==> config.mk <==
export PLATFORM = sky130hd
export DESIGN_NAME = dispatch_ctrl
export DESIGN_NICKNAME = d
export VERILOG_FILES = /design/src/rtl/pipeline_types.sv /design/src/rtl/dispatch_ctrl.sv
export SDC_FILE = /design/constraint.sdc
export NUM_CORES = 1
export LEC_CHECK = 0
export ABC_AREA = 1
export CORE_ASPECT_RATIO = 0.6
export CORE_MARGIN = 2
export CORE_UTILIZATION = 25
export DETAILED_ROUTE_END_ITERATION = 8
export HOLD_SLACK_MARGIN = 0.03
export PLACE_DENSITY = 0.63
export REMOVE_ABC_BUFFERS = 1
export SYNTH_ARGS = -nofsm -noshare
export SYNTH_HDL_FRONTEND = slang
export SYNTH_SLANG_ARGS = --single-unit
==> constraint.sdc <==
create_clock -name clk -period 2.24 [get_ports clk]
set_input_delay 0.448 -clock clk [delete_from_list [all_inputs] [get_ports clk]]
set_output_delay 0.448 -clock clk [all_outputs]
set_load 0.01 [all_outputs]
==> src/rtl/pipeline_types.sv <==
// Shared decode/dispatch types: functional-unit selector and decoded control payload.
package pipeline_types;

   typedef enum logic [1:0] {
      FU_ALU    = 2'd0,
      FU_LSU    = 2'd1,
      FU_BRANCH = 2'd2
   } fu_type_t;

   typedef struct packed {
      logic [3:0]  alu_op;
      logic [31:0] imm;
      logic        mem_rd;
      logic        mem_wr;
      logic        is_jump;
   } ctrl_payload_t;

endpackage

==> src/rtl/dispatch_ctrl.sv <==
// Dispatch controller: one-entry decode->issue slot gated by per-FU RS credits, ROB space and free list.
// Optional DISPATCH_STALL_CNT_EN adds a 32-bit stall cycle counter on stall_cnt_o.
module dispatch_ctrl
   import pipeline_types::*;
#(
   parameter int ALU_RS_DEPTH = 8,
   parameter int LSU_RS_DEPTH = 8,
   parameter int BR_RS_DEPTH  = 4,
   localparam int AW = $clog2(ALU_RS_DEPTH+1),
   localparam int LW = $clog2(LSU_RS_DEPTH+1),
   localparam int BW = $clog2(BR_RS_DEPTH+1)
) (
   input  logic          clk,
   input  logic          rst_n,
   input  logic          flush_i,
   input  logic          dec_valid_i,
   output logic          dec_ready_o,
   input  fu_type_t      dec_fu_type_i,
   input  logic          dec_rd_used_i,
   input  logic [16:0]   dec_regs_i,
   input  ctrl_payload_t dec_payload_i,
   input  logic          rob_full_i,
   input  logic          freelist_empty_i,
   input  logic          alu_free_i,
   input  logic          lsu_free_i,
   input  logic          br_free_i,
   output logic          disp_valid_o,
   output fu_type_t      disp_fu_type_o,
   output logic          disp_rd_used_o,
   output logic [16:0]   disp_regs_o,
   output ctrl_payload_t disp_payload_o,
`ifdef DISPATCH_STALL_CNT_EN
   output logic [31:0]   stall_cnt_o,
`endif
   output logic [AW-1:0] alu_credit_o,
   output logic [LW-1:0] lsu_credit_o,
   output logic [BW-1:0] br_credit_o
);

   logic          hold_q, hold_d;
   fu_type_t      fu_q;
   logic          rd_used_q;
   logic [16:0]   regs_q;
   ctrl_payload_t payload_q;
   logic [AW-1:0] alu_cred_q, alu_cred_d;
   logic [LW-1:0] lsu_cred_q, lsu_cred_d;
   logic [BW-1:0] br_cred_q, br_cred_d;

   logic is_lsu, is_br, is_alu, need_preg, credit_ok, fire, load;
   logic alu_take, lsu_take, br_take;

   // Any encoding other than LSU/BRANCH is accounted against the ALU RS.
   assign is_lsu    = (fu_q == FU_LSU);
   assign is_br     = (fu_q == FU_BRANCH);
   assign is_alu    = !is_lsu && !is_br;
   assign need_preg = rd_used_q && (regs_q[4:0] != 5'd0);
   assign credit_ok = is_lsu ? (lsu_cred_q != '0) :
                      is_br  ? (br_cred_q  != '0) : (alu_cred_q != '0);

   assign fire         = hold_q && !flush_i && credit_ok && !rob_full_i &&
                         !(need_preg && freelist_empty_i);
   assign dec_ready_o  = !flush_i && (!hold_q || fire);
   assign load         = dec_valid_i && dec_ready_o;
   assign disp_valid_o = fire;

   assign alu_take = fire && is_alu;
   assign lsu_take = fire && is_lsu;
   assign br_take  = fire && is_br;

   always_comb begin
      hold_d = hold_q;
      if (flush_i)   hold_d = 1'b0;
      else if (load) hold_d = 1'b1;
      else if (fire) hold_d = 1'b0;
   end

   // Take and free in the same cycle cancel; a stray free at full credit saturates.
   always_comb begin
      alu_cred_d = alu_cred_q;
      if (flush_i)                     alu_cred_d = AW'(ALU_RS_DEPTH);
      else if (alu_take && !alu_free_i) alu_cred_d = alu_cred_q - 1'b1;
      else if (!alu_take && alu_free_i && alu_cred_q != AW'(ALU_RS_DEPTH))
                                       alu_cred_d = alu_cred_q + 1'b1;
   end

   always_comb begin
      lsu_cred_d = lsu_cred_q;
      if (flush_i)                     lsu_cred_d = LW'(LSU_RS_DEPTH);
      else if (lsu_take && !lsu_free_i) lsu_cred_d = lsu_cred_q - 1'b1;
      else if (!lsu_take && lsu_free_i && lsu_cred_q != LW'(LSU_RS_DEPTH))
                                       lsu_cred_d = lsu_cred_q + 1'b1;
   end

   always_comb begin
      br_cred_d = br_cred_q;
      if (flush_i)                   br_cred_d = BW'(BR_RS_DEPTH);
      else if (br_take && !br_free_i) br_cred_d = br_cred_q - 1'b1;
      else if (!br_take && br_free_i && br_cred_q != BW'(BR_RS_DEPTH))
                                     br_cred_d = br_cred_q + 1'b1;
   end

   always_ff @(posedge clk or negedge rst_n) begin
      if (!rst_n) begin
         hold_q     <= 1'b0;
         fu_q       <= FU_ALU;
         rd_used_q  <= 1'b0;
         regs_q     <= '0;
         payload_q  <= '0;
         alu_cred_q <= AW'(ALU_RS_DEPTH);
         lsu_cred_q <= LW'(LSU_RS_DEPTH);
         br_cred_q  <= BW'(BR_RS_DEPTH);
      end else begin
         hold_q     <= hold_d;
         alu_cred_q <= alu_cred_d;
         lsu_cred_q <= lsu_cred_d;
         br_cred_q  <= br_cred_d;
         if (load) begin
            fu_q      <= dec_fu_type_i;
            rd_used_q <= dec_rd_used_i;
            regs_q    <= dec_regs_i;
            payload_q <= dec_payload_i;
         end
      end
   end

   always @(posedge clk) begin
      if (rst_n && !flush_i) begin
         assert (!(alu_free_i && !alu_take && alu_cred_q == AW'(ALU_RS_DEPTH)));
         assert (!(lsu_free_i && !lsu_take && lsu_cred_q == LW'(LSU_RS_DEPTH)));
         assert (!(br_free_i  && !br_take  && br_cred_q  == BW'(BR_RS_DEPTH)));
      end
   end

`ifdef DISPATCH_STALL_CNT_EN
   logic [31:0] stall_q;
   always_ff @(posedge clk or negedge rst_n) begin
      if (!rst_n)                          stall_q <= '0;
      else if (hold_q && !fire && !flush_i) stall_q <= stall_q + 32'd1;
   end
   assign stall_cnt_o = stall_q;
`endif

   assign disp_fu_type_o = fu_q;
   assign disp_rd_used_o = rd_used_q;
   assign disp_regs_o    = regs_q;
   assign disp_payload_o = payload_q;
   assign alu_credit_o   = alu_cred_q;
   assign lsu_credit_o   = lsu_cred_q;
   assign br_credit_o    = br_cred_q;

endmodule
==> impl_metrics.toml, run 1 <==
[clock_network]
cts_tree = "done"
cts_root_buf = "clkbuf_16"
cts_made_buffers = 9
clock-sinks = 71
ctsHoldBuffers = 0
path_clk_slew_ps = 60
cts.path.max_buffers = 2
cts_htree_levels = 3
clk_latency_ps = 330

[detailed_routing]
viasPerCell = 4.14
wirelength_um = 8480
ant_nets = 0
dr.first_iter.drc_count = 70
wl_per_cell_um = 13.3
firstDrtPassIters = 4
vias = 2630
drc = 0

[critical_path]
crit_path_frequent_cell = "nand2_1"
cp_cell_sequence = "buf_6 -> ha_4 -> nand3_1 -> nand2_1 -> nand2_1 -> nand2_2 -> inv_2 -> nand2_2 -> or2_4 -> inv_4 -> ha_4 -> a21oi_2 -> nand2_1 -> xor2_1 -> inv_1 -> o21ai_2 -> nor2_1 -> o21ai_1"
worstSetupPathType = "reg2reg"
critPathSlowestCell = "dfrtp_1"
required_ps = 2490
rr_startpoint = "disp_fu_type_o[1]"
r2r_setup_slack_ps = -140
rr_worst_depth = 18
critPathTopFamily = "simple AND/OR/NAND/NOR gates"
arrival_ps = 2630
path_max_fanout = 4
critical_path_buf_inv_count = 4
start_kind = "flip-flop"
cp-end-kind = "flip-flop"
r2r_end = "alu_credit_o[3]"
cpPeakStageDelay_ps = 390

[sta]
min_period_ps = 2380
max_slew_margin_pct = 69.4
slew_violations = 0
post-route-period-util_pct = 106
setup_violations = 3
skew_ps = 8.62
fmax_ghz = 0.421
fin_ws_ps = -136
hold_viol_final = 0
rsz0062_at_grt = "true"
setup_tns_ps = -246
tightest_slew_ps = 458

[synth]
synth_compound_area_share_pct = 3.65
ys.flop_type = "dfrtp_1"
yosysMostFrequentCell = "dfrtp_1"
synth.area.top_cells = "dfrtp_1, mux2_4, nand3_1"
synth-seq-cells = 71
synthMuxAreaShare_pct = 24.3
yosysWarnings = 0
synth_top_cell_by_area = "dfrtp_1"
synth_area_sq_um = 3360
synthArstFlopShare_pct = 100
synth.top_cell.area_share_pct = 50.6
syn_inst = 266
synthAdderAreaFrac_pct = 3.43
ys_seq_area_share_pct = 53.0
synth_top_family_by_area = "multiplexers"
yosysUniqueCellTypes = 28
synth_xor_area_share_pct = 0.782
synthTopCellsByCount = "dfrtp_1, mux2_4, inv_1, nand3_1, nand2_1"
synth_edf_count = 0
synth-simple-area-share_pct = 9.34
synth.avg_cell_area_sq_um = 12.6

[die]
num_rows = 32
die_x_um = 154
dieArea_sq_um = 14400
core-area_sq_um = 13000
die_h_um = 93.8
ios = 140
start_util_pct = 25.9

[grt]
grt_pass1_wl_um = 14000
grt_start_max_net_pins = 40
antenna_found_initial = 0
grt_pass1_vias = 2816
grtUsageTotal_pct = 12.2
overflow = 0

[job]
cap_violations = 0

[placement]
gp_congestion = 0.802
post-place-ws_ps = -751
io_buffer_count = 139
place_hpwl_um = 6220

[power]
cellLeakagePower_uw = 0.00270
irDropWorstVdd_mv = 0.333
power.density_nw_per_um2 = 876

[layout]
drive_above_1_share_pct = 32.2
diodes = 0
area_growth_pct = 69.2
nFillCells = 1190
fin_nets = 537

[outcome]
violations = "negative setup slack"
status = "complete, but fails checks"

[worst_hold_path]
hold_class = "in2async"
==> registers in the layout (all words and copies together), names as in the netlist <==
signal,count
br_credit_o,3
disp_regs_o,17
alu_credit_o,4
lsu_credit_o,4
disp_payload_o,39
disp_fu_type_o,2
disp_rd_used_o,1
hold_q,1
==> layout by cell type, fill, tap and decap left out, drive strengths merged, types with 2 or more instances in the layout <==
master	count
mux2	56
clkinvlp	3
nand2	22
dfrtp	68
o21ai	11
clkbuf	11
ha	6
xor2	2
inv	32
nand4	3
fa	2
a21oi	10
nand3	22
clkdlybuf4s50	135
buf	55
dfstp	3
nor2	19
==> cell type report <==
cell class / count / area [sq um] / share of cell area (%)
timing repair buffer: 191 / 1810 / 31.9
sequential: 71 / 1780 / 31.3
multi-input combinational: 158 / 1470 / 25.9
clock buffer: 11 / 253 / 4.45
tap: 170 / 213 / 3.74
inverter: 30 / 115 / 2.02
clock inverter: 5 / 40.0 / 0.704
==> metrics by stage <==
step                      util (%)  instance area, sq um  instances  power (uW)  hold slack [ps]
after floorplan                  -                  3290        259        2500              152
after global placement        40.0                  5190        604        3500              426
after detailed placement      40.0                  5190        604        3530              435
after CTS                     43.2                  5610        632        5010             73.2
after global routing          43.8                  5690        636        5290             89.7
final                         43.8                  5690        636        4980             63.5
==> power breakdown <==
part / internal, uW / total, uW / switching [uW] / leakage [uW]
Clock: 818 / 1380 / 565 / 0.000135
Combinational: 1150 / 1880 / 729 / 0.00172
Sequential: 1560 / 1720 / 156 / 0.000839
==> metal layers <==
| metal | track usage, % | share of wire, % |
|---|---|---|
| met3 | 5.86 | 9.0 |
| met1 | 16.2 | 48 |
| met5 | 0 | 0 |
| met2 | 18.0 | 42 |
| met4 | 2.91 | 0.44 |
==> kinds of logic (layout without fill, tap and decap cells) <==
| kind of cell | count (synthesis) | after routing |
|---|---|---|
| buffers and inverters | 37 | 237 |
| multiplexers | 56 | 56 |
| flip-flops | 71 | 71 |
| XOR/XNOR | 3 | 3 |
| AO/OA/AOI/OAI | 22 | 22 |
| AND/OR/NAND/NOR | 69 | 69 |
| adder cells (fa/ha/maj) | 8 | 8 |
==> worst max path at each step <==
stage,start,endpoint,cells after the start
finish,disp_fu_type_o[1],alu_credit_o[3],18
global route,disp_fu_type_o[0],alu_credit_o[3],19
CTS,disp_fu_type_o[1],alu_credit_o[3],18
detailed placement,flush_i,alu_credit_o[3],19
global placement,flush_i,alu_credit_o[3],19
floorplan,disp_fu_type_o[1],alu_credit_o[3],18
==> what timing repair did <==
| action | 4_1_cts | 5_1_grt |
|---|---|---|
| pin swaps | 14 | 8 |
| setup buffers | 12 | 4 |
| hold endpoints to repair | 0 | 0 |
| gates resized for setup | 24 | 16 |
| setup endpoints to repair | 6 | 25 |
No activity file was read; power rests on OpenSTA's default activity.
==> run 2, diff against run 1 <==
- PLACE_DENSITY: 0.63 -> 0.62
- clock period: 2.24 -> 2.35 ns (I/O delays scaled with it)
==> impl_metrics.toml, run 2 (same netlist as run 1, synthesis figures left out) <==
[outcome]
status = "complete, but fails checks"
violations = "negative setup slack"

[placement]
gp_congestion = 0.798
io_buffer_count = 139
place_area_sq_um = 5190
place_hpwl_um = 6390

[die]
dieArea_sq_um = 14400
ios = 140
die_x_um = 154
start_util_pct = 25.9
num_rows = 32
core-area_sq_um = 13000
die_h_um = 93.8

[critical_path]
cp_cell_sequence = "inv_2 -> ha_4 -> nand3_2 -> nand2_1 -> nor2_2 -> nand2_2 -> inv_2 -> nand2_2 -> or2_4 -> inv_4 -> ha_4 -> a21oi_2 -> nand2_2 -> xor2_2 -> inv_1 -> o21ai_1 -> nor2_1 -> o21ai_1"
critPathTopFamily = "simple AND/OR/NAND/NOR gates"
cpPeakStageDelay_ps = 400
crit_path_frequent_cell = "nand2_2"
start_kind = "flip-flop"
critical_path_buf_inv_count = 4
worstSetupPathType = "reg2reg"
required_ps = 2610
path_max_fanout = 3
critPathSlowestCell = "dfrtp_1"
arrival_ps = 2650
cp-end-kind = "flip-flop"

[detailed_routing]
firstDrtPassIters = 4
ant_nets = 0
vias = 2615
dr.first_iter.drc_count = 69
viasPerCell = 4.12
wirelength_um = 8670
drc = 0
wl_per_cell_um = 13.7

[layout]
diodes = 0
drive_above_1_share_pct = 33.1
post-route-cell-area_sq_um = 5730
fin_nets = 537
layout_common_cells = "clkdlybuf4s50_1, dfrtp_1, mux2_4, buf_4, inv_1"
largest_reg_flops = 39
final_common_cell = "clkdlybuf4s50_1"
nFillCells = 1228
finish.utilization_pct = 44.1
area_growth_pct = 70.4

[grt]
overflow = 0
grt_start_max_net_pins = 72
grt_pass1_vias = 2672
antenna_found_initial = 0
grt_pass1_wl_um = 13600
grtUsageTotal_pct = 12.1

[sta]
setup_tns_ps = -43.5
min_period_ps = 2390
tightest_slew_ps = 879
hold_viol_final = 0
post-route-period-util_pct = 102
slew_violations = 0
max_slew_margin_pct = 41.4
setup_violations = 1
whs_ps = 267
rsz0062_at_grt = "true"
fmax_ghz = 0.418
skew_ps = 7.95
fin_ws_ps = -43.5

[clock_network]
cts_htree_levels = 3
path_clk_slew_ps = 60
cts.path.max_buffers = 2
clk_latency_ps = 330
cts_root_buf = "clkbuf_16"
cts_tree = "done"
ctsHoldBuffers = 0
clock-sinks = 71
cts_made_buffers = 9

[job]
cap_violations = 0

[worst_hold_path]
hold_class = "in2async"

[power]
power.density_nw_per_um2 = 860
totalPowerFinal_uw = 4920
irDropWorstVdd_mv = 0.332
cellLeakagePower_uw = 0.00272
-- run 2: path summary, 6_finish.rpt --
kind | from | endpoint | slack, ps | cells after the start
worst max register to register | disp_fu_type_o[1] | alu_credit_o[3] | -40 | 18
max in group asynchronous | rst_n | br_credit_o[1] | 1510 | 1
min in group clk | disp_payload_o[32] | disp_payload_o[32] | 490 | 1
worst max-delay path | disp_fu_type_o[1] | alu_credit_o[3] | -40 | 18
worst min-delay path | rst_n | disp_payload_o[12] | 270 | 1
worst min register to register | disp_payload_o[32] | disp_payload_o[32] | 490 | 1
-- run 2: final cells by class --
type / instances / area (sq um) / area share [%]
repair buffers: 191 / 1800 / 31.4
flip-flops and latches: 71 / 1780 / 31.1
multi-input cells: 158 / 1500 / 26.2
clock buffers: 10 / 239 / 4.17
well taps: 170 / 213 / 3.71
inverters: 30 / 115 / 2.01
clock inverters: 5 / 81.3 / 1.42
-- run 2: where the power goes --
group	internal (uW)	total [uW]	switching, uW	leakage (uW)
clock network	953	1460	509	0.000155
registers	1490	1650	156	0.000839
logic	1110	1810	704	0.00173
-- run 2: metrics by stage --
stage               setup WS (ps)  instances
floorplan                    -174        259
global placement             -524        605
detailed placement           -668        605
CTS                         -85.1        629
global route                 -217        635
finish                      -43.5        635
-- run 2: layer usage --
metal	up-vias	wire length (um)	global-route usage (%)
met5	-	0	0
met4	0	63	2.75
met3	7	632	5.21
met2	90	3740	18.2
met1	1240	4240	16.2
li1	1278	-	-
-- run 2: timing repair --
item / CTS / global route
setup buffers: 9 / 6
endpoints found under the setup margin: 4 / 5
pin swaps: 6 / 20
gates resized for setup: 19 / 18
